[config.mk]
export PLATFORM = sky130hd
export DESIGN_NAME = umi_unpack_rx
export DESIGN_NICKNAME = d
export VERILOG_FILES = /design/src/rtl/umi_pkg.sv /design/src/rtl/umi_burst_count.sv /design/src/rtl/umi_decode.sv /design/src/rtl/umi_unpack_rx.sv
export SDC_FILE = /design/constraint.sdc
export NUM_CORES = 1
export LEC_CHECK = 0
export ABC_CLOCK_PERIOD_IN_PS = 3750
export BUFFER_PORTS_ARGS = -buffer_cell sky130_fd_sc_hd__buf_2
export CORE_AREA = 2 2 266 268
export CTS_BUF_LIST = sky130_fd_sc_hd__clkbuf_2
export CTS_CLUSTER_SIZE = 10
export DETAILED_ROUTE_END_ITERATION = 7
export DIE_AREA = 0 0 268 270
export PLACE_DENSITY = 0.56
export RECOVER_POWER = 100
export SYNTH_ARGS = -nofsm -noshare
export SYNTH_HDL_FRONTEND = slang
export SYNTH_SLANG_ARGS = --single-unit
[constraint.sdc]
create_clock -name clk -period 3.75 [get_ports clk]
set_clock_uncertainty 0.05 [all_clocks]
set_input_delay 0.9375 -clock clk [delete_from_list [all_inputs] [get_ports clk]]
set_output_delay 0.9375 -clock clk [all_outputs]
set_load 0.01 [all_outputs]
[src/rtl/umi_pkg.sv]
// umi_pkg: shared UMI field offsets, beat sizes, opcodes and unpacker FSM states
package umi_pkg;
  localparam int UMI_HDR_BYTES = 16;
  localparam int UMI_BEAT_BYTES = 32;
  localparam int CMD_LSB = 0;
  localparam int CMD_MSB = 31;
  localparam int DST_LO = 32;
  localparam int SRC_LO = 64;
  localparam int DATA_LO = 96;
  localparam int SRC_HI = 192;
  localparam int DATA_HI = 192;
  localparam int DST_HI = 224;
  localparam logic [7:0] UMI_WRITE_POSTED = 8'h01;
  localparam logic [7:0] UMI_WRITE = 8'h03;
  localparam logic [7:0] UMI_READ = 8'h08;
  typedef enum logic {HDR, BURST} state_t;
endpackage

[src/rtl/umi_burst_count.sv]
// umi_burst_count: burst beat count from size, down-counter and final-beat flag
module umi_burst_count
  import umi_pkg::*;
(
  input  logic       clk,
  input  logic       reset,
  input  logic [3:0] size,
  input  logic       write,
  input  logic       hdr_xfer,
  input  logic       burst_xfer,
  output logic       start,
  output logic       final_beat
);
  logic [10:0] cnt;
  logic [10:0] n;
  assign start = write && size > 4'($clog2(UMI_HDR_BYTES));
  // Beats still owed after the header's 16 bytes, rounded up to whole 32-byte beats
  assign n = 11'(((17'd1 << size) - 17'(UMI_HDR_BYTES) + 17'(UMI_BEAT_BYTES - 1)) >> $clog2(UMI_BEAT_BYTES));
  assign final_beat = cnt == 11'd1;
  always_ff @(posedge clk)
    if (reset) cnt <= '0;
    else if (hdr_xfer && start) cnt <= n;
    else if (burst_xfer) cnt <= cnt - 11'd1;
endmodule

[src/rtl/umi_decode.sv]
// umi_decode: classifies a UMI opcode as read or write request
module umi_decode
  import umi_pkg::*;
(
  input  logic [7:0] opcode,
  output logic       cmd_read,
  output logic       cmd_write
);
  assign cmd_read = opcode == UMI_READ;
  assign cmd_write = opcode == UMI_WRITE || opcode == UMI_WRITE_POSTED;
endmodule

[src/rtl/umi_unpack_rx.sv]
// umi_unpack_rx: registered UMI receive unpacker splitting header and burst beats into fields
module umi_unpack_rx
  import umi_pkg::*;
#(
  parameter int AW = 64,
  parameter int PW = 256
) (
  input  logic            clk,
  input  logic            reset,
  input  logic            in_valid,
  output logic            in_ready,
  input  logic [PW-1:0]   packet_in,
  output logic            out_valid,
  input  logic            out_ready,
  output logic [7:0]      opcode,
  output logic [3:0]      size,
  output logic [19:0]     user,
  output logic [AW-1:0]   dstaddr,
  output logic [AW-1:0]   srcaddr,
  output logic [4*AW-1:0] data,
  output logic            burst,
  output logic            last
);
  if (AW != 64 || PW != 256) begin : g_bad_param
    $error("umi_unpack_rx supports only AW=64 and PW=256");
  end
  state_t state, state_n;
  logic xfer, hdr_xfer, burst_xfer, cmd_read, cmd_write, start, final_beat, last_n;
  logic [31:0] cmd;
  logic [AW-1:0] dst_n, src_n;
  logic [4*AW-1:0] data_n;
  assign in_ready = ~out_valid | out_ready;
  assign xfer = in_valid & in_ready;
  assign hdr_xfer = xfer && state == HDR;
  assign burst_xfer = xfer && state == BURST;
  assign cmd = packet_in[CMD_MSB:CMD_LSB];
  umi_decode u_decode (
    .opcode(cmd[7:0]),
    .cmd_read(cmd_read),
    .cmd_write(cmd_write)
  );
  umi_burst_count u_count (
    .clk(clk),
    .reset(reset),
    .size(cmd[11:8]),
    .write(cmd_write),
    .hdr_xfer(hdr_xfer),
    .burst_xfer(burst_xfer),
    .start(start),
    .final_beat(final_beat)
  );
  // The previous beat tells whether this is the first burst beat (+16) or a later one (+32)
  always_comb begin
    state_n = hdr_xfer ? (start ? BURST : HDR) : (burst_xfer && final_beat) ? HDR : state;
    dst_n = state == HDR ? {packet_in[PW-1:DST_HI], packet_in[SRC_LO-1:DST_LO]}
                         : dstaddr + (burst ? AW'(UMI_BEAT_BYTES) : AW'(UMI_HDR_BYTES));
    src_n = state != HDR ? '0 : {cmd_read ? packet_in[DST_HI-1:SRC_HI] : 32'h0, packet_in[DATA_LO-1:SRC_LO]};
    data_n = state != HDR ? {packet_in[DATA_LO-1:0], packet_in[PW-1:DATA_LO]}
           : cmd_read ? {160'h0, packet_in[DATA_HI-1:DATA_LO]} : {128'h0, packet_in[DST_HI-1:DATA_LO]};
    last_n = state == HDR ? !start : final_beat;
  end
  always_ff @(posedge clk)
    if (reset) begin
      state <= HDR;
      out_valid <= 1'b0;
      opcode <= '0;
      size <= '0;
      user <= '0;
      dstaddr <= '0;
      srcaddr <= '0;
      data <= '0;
      burst <= 1'b0;
      last <= 1'b0;
    end else begin
      state <= state_n;
      if (hdr_xfer) {user, size, opcode} <= cmd;
      if (xfer) begin
        out_valid <= 1'b1;
        dstaddr <= dst_n;
        srcaddr <= src_n;
        data <= data_n;
        burst <= state == BURST;
        last <= last_n;
      end else if (out_ready) out_valid <= 1'b0;
    end
endmodule

Word level (Yosys, flattened, before mapping)
Cells that the tools add are included.
W data, S select, Z words.

operators by class
  muxes and demuxes = 14
  bitwise operators = 4
  shift-type cells = 1
  equality and inequality tests = 4
  add/subtract/negate cells = 4
  multiply operators = 0
  order comparisons = 1
  reduce and logical (&&, ||, !) cells = 10
  div/mod/pow operators = 0

operator list
  cell                     count
  $mux W256                1
  $mux W128                1
  $mux W64                 2
  $add A64 B6 Y64          1
  $mux W32                 1
  $mux W11                 2
  $add A16 B5 Y16 const B  1
  $shl A1 B4 Y16 const A   1
  $sub A16 B5 Y16 const B  1
  $eq A11 B1 Y1 const B    1
  $sub A11 B1 Y11 const B  1
  $eq A8 B1 Y1 const B     1
  $eq A8 B2 Y1 const B     1
  $eq A8 B4 Y1 const B     1
  $mux W1                  6
  $mux W6                  1
  $reduce_bool A2 Y1       3
  $logic_and A1 B1 Y1      5
  $gt A4 B3 Y1 const B     1
  $not A1 Y1               2
  $and A1 B1 Y1            1
  $logic_not A1 Y1         1
  $logic_or A1 B1 Y1       1
  $or A1 B1 Y1             1

storage, ports and cells
  flip-flop bits (word level) = 431
  output and inout bits = 420
  input bits = 260
  bits in latches = 0
  memories kept = 0
  bits in read-only memories = 0
  logic and storage cells = 49
  bits in writable memories = 0

Logic depth before layout (Yosys ltp)
  depth after elaboration = 7
  gate-level depth with buffers = 11
  depth with buffers taken out = 10

Hierarchy
Synthesis repeated with hierarchy kept, for this count alone.

unflattened totals
  cells, all modules = 2,220
  area, all modules = 17,510.5 sq um

modules (own cells, without submodules)
  module           times used  area each (sq um)  cells each  sequential area each (sq um)
  umi_unpack_rx    1           16,664.7           2,116       8,408.1
  umi_burst_count  1           808.3              98          220.2
  umi_decode       1           37.5               6           0.0

Least setup slack after synthesis
Ideal clock, no wire load.

  path kind = flip-flop to flip-flop
  start = register burst
  end = register dstaddr[56]
  path buffers = 1
  slack = 0.860 ns
  cell stages (with the launch flop) = 12
  setup time = 0.082 ns
  period minus slack after synthesis = 2.890 ns
  required time = 3.618 ns
  arrival = 2.757 ns
  cell sequence = dfxtp_1 inv_1 ha_1 inv_1 fa_1 nand3b_1 or2_2 clkbuf_1 nor3_4 nand2_2 or4_1 o221ai_1

on the way
  cells in the longest elaborated chain, start to end = 3

RTL lines
  element                   line                 source
  start: declaration        umi_unpack_rx.sv:21  output logic burst,
  start signal: assignment  umi_unpack_rx.sv:72  burst <= 1'b0;
  start signal: assignment  umi_unpack_rx.sv:82  burst <= state == BURST;
  $mux W6                   umi_unpack_rx.sv:56  : dstaddr + (burst ? AW'(UMI_BEAT_BYTES) : AW'(UMI_HDR_BYTES));
  $add A64 B6 Y64           umi_unpack_rx.sv:56
  $mux W64                  umi_unpack_rx.sv:55  dst_n = state == HDR ? {packet_in[PW-1:DST_HI], packet_in[SRC_LO-1:DST_LO]}
  end signal: assignment    umi_unpack_rx.sv:79  dstaddr <= dst_n;
  end: declaration          umi_unpack_rx.sv:18  output logic [AW-1:0] dstaddr,

No other way between the ends.
A chain may end at the register's enable or synchronous reset.

Final worst setup path
  start = input in_valid
  end = register data[124]

on the way
  cells in the longest elaborated chain, start to end = 1

RTL lines
  element                 line                 source
  start: declaration      umi_unpack_rx.sv:10  input logic in_valid,
  $and A1 B1 Y1           umi_unpack_rx.sv:33  assign xfer = in_valid & in_ready;
  end signal: assignment  umi_unpack_rx.sv:81  data <= data_n;
  end: declaration        umi_unpack_rx.sv:20  output logic [4*AW-1:0] data,

No other way between the ends.

==> qor.tcl <==
set qor(status) {complete, but fails checks}
set qor(violations_in_the_final_reports) {capacitance limit, slew limit}
set qor(r2r_cells) 6
set qor(synth_mux_area_share_pct) 1.638
set qor(cp_max_fo) 48
set qor(criticalPathCategory) {in -> reg}
set qor(busiest_layer) {met2}
set qor(grt_max_degree) 168
set qor(place.gp.congestion) 0.8265
set qor(final.period_utilization_pct) 87.04
set qor(drt_drc_violations_left) 0
set qor(layout.cells.most_common) {nand2_1}
set qor(crit_slowest_cell) {and2_0}
set qor(yosysUniqueCellTypes) 57
set qor(rsz0062_at_grt) {false}
set qor(ios) 680
set qor(number_of_synthesized_flops_with_an_enable_pin) 0
set qor(num_rows) 97
set qor(post_synth_fa_ha_maj_area_fraction_pct) 0.4058
set qor(cp-start-kind) {input port}
set qor(timing.setup.tns_ps) 0
set qor(cp.arrival_ps) 4200
set qor(antenna_violating_nets_post_route) 0
set qor(clk_latency_ps) 1170
set qor(global_route.usage.met1_pct) 24.38
set qor(post_synth_xor_area_fraction_pct) 0.4058
set qor(first_pass_grt_wire_length_mm) 112.5
set qor(area_growth_pct) 43.09
set qor(slowest_delay_ps) 1320
set qor(worstPathRequired_ps) 4690
set qor(layout_common_cells) {nand2_1, clkbuf_1, dfxtp_1}
set qor(min_path_type) {in -> reg}
set qor(synth-compound-area-share_pct) 16.50
set qor(htree_levels) 3
set qor(post_cts_repair_setup_buffers) 0
set qor(floorplan.initialDensity_pct) 24.83
set qor(worstMarginPinSlew_ps) 1753
set qor(floorplan.die.height_um) 270
set qor(numCtsBuffers) 121
set qor(number_of_port_buffers) 679
set qor(max_slew_margin_vs_limit_pct) -16.94
set qor(dr.first_iter.drc_count) 1210
set qor(max_cap_check_violation_count) 1
set qor(cts_tree) {built}
set qor(grtUsageMet3_pct) 5.908
set qor(number_of_antenna_violations_at_the_first_check_in_global_routing) 5
set qor(detailed_placement_hpwl_mm) 49.69
set qor(core-area_sq_um) 69540
set qor(via_per_inst) 4.717
set qor(clockRootBuffer) {clkbuf_2}
set qor(synth-seq-cells) 431
set qor(grt_use_met2_pct) 31.23
set qor(timing.fmax_mhz) 306.4
set qor(timing.critical_path.to_type) {flop}
set qor(globalRouteOverflowTotal) 0
set qor(combinational_family_with_the_most_area_after_synthesis) {simple AND/OR/NAND/NOR gates}
set qor(timing.critical_path.cells) {dlygate4sd3_1 -> buf_2 -> and2_0 -> buf_12 -> clkbuf_4 -> nand3_1 -> a21oi_1}
set qor(drive_gt1_share_pct) 15.91
set qor(worst_setup_hold_path_clk_slew_ps) 110
set qor(dr_vias) 19645
set qor(grt.total_usage_pct) 19.65
set qor(whs_path_depth) 2
set qor(fin_crit_ps) 3264
set qor(synth_nets) 2468
set qor(wirelength_mm) 74.14
set qor(drt_pre_antenna_iters) 5
set qor(largest_voltage_drop_on_the_vdd_net_mv) 0.1936
set qor(syn_area_sq_um) 17270
set qor(post_synth_and_or_nand_nor_area_fraction_pct) 26.62
set qor(regToRegSetupSlack_ps) 500
set qor(dieArea_sq_um) 72360
set qor(design.final.nets) 3387
set qor(yosys_most_used_dff) {dfxtp_1}
set qor(post-route-util_pct) 35.53
set qor(number_of_hold_slack_violations_in_the_final_timing_report) 0
set qor(async_reset_ff_share_pct) 0
set qor(synthesis.area_per_instance_sq_um) 7.838
set qor(routedWlPerCell_um) 17.80
set qor(timing.final.max_slew_violations) 19
set qor(pwr_density_cell_nw_per_um2) 391.0
set qor(yosys_warnings) 0
set qor(synth.yosys.seq_area_share_pct) 49.97
set qor(die-width_um) 268
set qor(setup_viol_count_final) 0
set qor(postSynthCellCount) 2203
set qor(clock_sink_count) 431
set qor(first_global_vias) 19338
set qor(cts.path.max_buffers) 3
set qor(power_leakage_uw) 0.009379
## path summary, 6_finish.rpt
| kind | startpoint | to |
|---|---|---|
| setup / recovery | in_valid | data[124]$_SDFFE_PP0P_ |
| setup reg to reg | out_valid$_SDFFE_PP0P_ | data[124]$_SDFFE_PP0P_ |
| hold / removal | reset | state$_SDFFE_PP0P_ |
| hold reg to reg | data[221]$_SDFFE_PP0P_ | data[221]$_SDFFE_PP0P_ |
## power breakdown
| part | internal (uW) | leakage [uW] | total (uW) | switching (uW) |
|---|---|---|---|---|
| Clock | 1330 | 0.000854 | 3490 | 2160 |
| Sequential | 4740 | 0.00352 | 4870 | 133 |
| Combinational | 530 | 0.00501 | 1300 | 768 |
## kinds of logic after synthesis
kind of cell / count (synthesis)
xor+xnor: 8
fa+ha+maj: 5
simple gates: 1009
mux: 28
buf+inv: 205
compound gates: 517
flops: 431
## per-stage QoR
stage	std cells	hold WS, ps	instance area (sq um)	power [uW]	worst slack [ps]
after floorplan	2203	426.1	17270	5512	860.2
after global placement	3682	385.9	21700	6109	695.1
after detailed placement	3682	390.2	21700	6111	649.5
after CTS	4159	3.621	25360	9902	488.8
after global routing	4165	38.84	24710	10220	302.0
final	4165	242.4	24710	9661	485.8
## critical path: cells and delay by family
family                 cells  cell delay, ps
and+or+nand+nor            2            1470
AOI/OAI and AO/OA          1             160
buffers and inverters      4            1550
## sequential cells by signal, summed over array words and instances (netlist names)
register     count
burst            1
last             1
srcaddr         64
state            1
out_valid        1
data           256
u_count.cnt     11
dstaddr         64
user            20
opcode           8
size             4
## synthesized netlist by cell type, types with 11 or more instances
cell type | instances | area, sq um
clkbuf_1 | 172 | 645.6
mux2i_1 | 26 | 260.3
a31oi_1 | 14 | 87.58
nor4_1 | 13 | 81.33
nand2_1 | 515 | 1933
dfxtp_1 | 431 | 8628
buf_1 | 20 | 75.07
a2111oi_0 | 14 | 122.6
nor2_1 | 95 | 356.6
o21ai_0 | 20 | 100.1
a21oi_1 | 394 | 1972
nor3_1 | 21 | 105.1
and3_1 | 50 | 312.8
nand4_1 | 23 | 143.9
inv_1 | 11 | 41.29
o22ai_1 | 18 | 112.6
a22oi_1 | 27 | 202.7
nand3_1 | 228 | 1141
## timing repair
item	CTS	global route
gates resized for setup	0	0
hold buffers	257	0
hold endpoints to repair	408	0
## final cells by class
type	count	area, sq um
fill	7622	44830
sequential	431	8628
multi-input combinational	1567	7870
timing repair buffer	989	5884
tap	940	1176
clock buffer	184	920.9
clock inverter	36	168.9
inverter	12	45.04
antenna	6	15.01
## routing by layer
layer,share of wire (%),up-vias,routed length [um]
met2,46,738,33960
met4,4.4,4,3237
met1,42,9139,31400
met3,7.4,205,5522
li1,-,9559,-
met5,0.034,-,25
(Power assumes the default switching activity.)
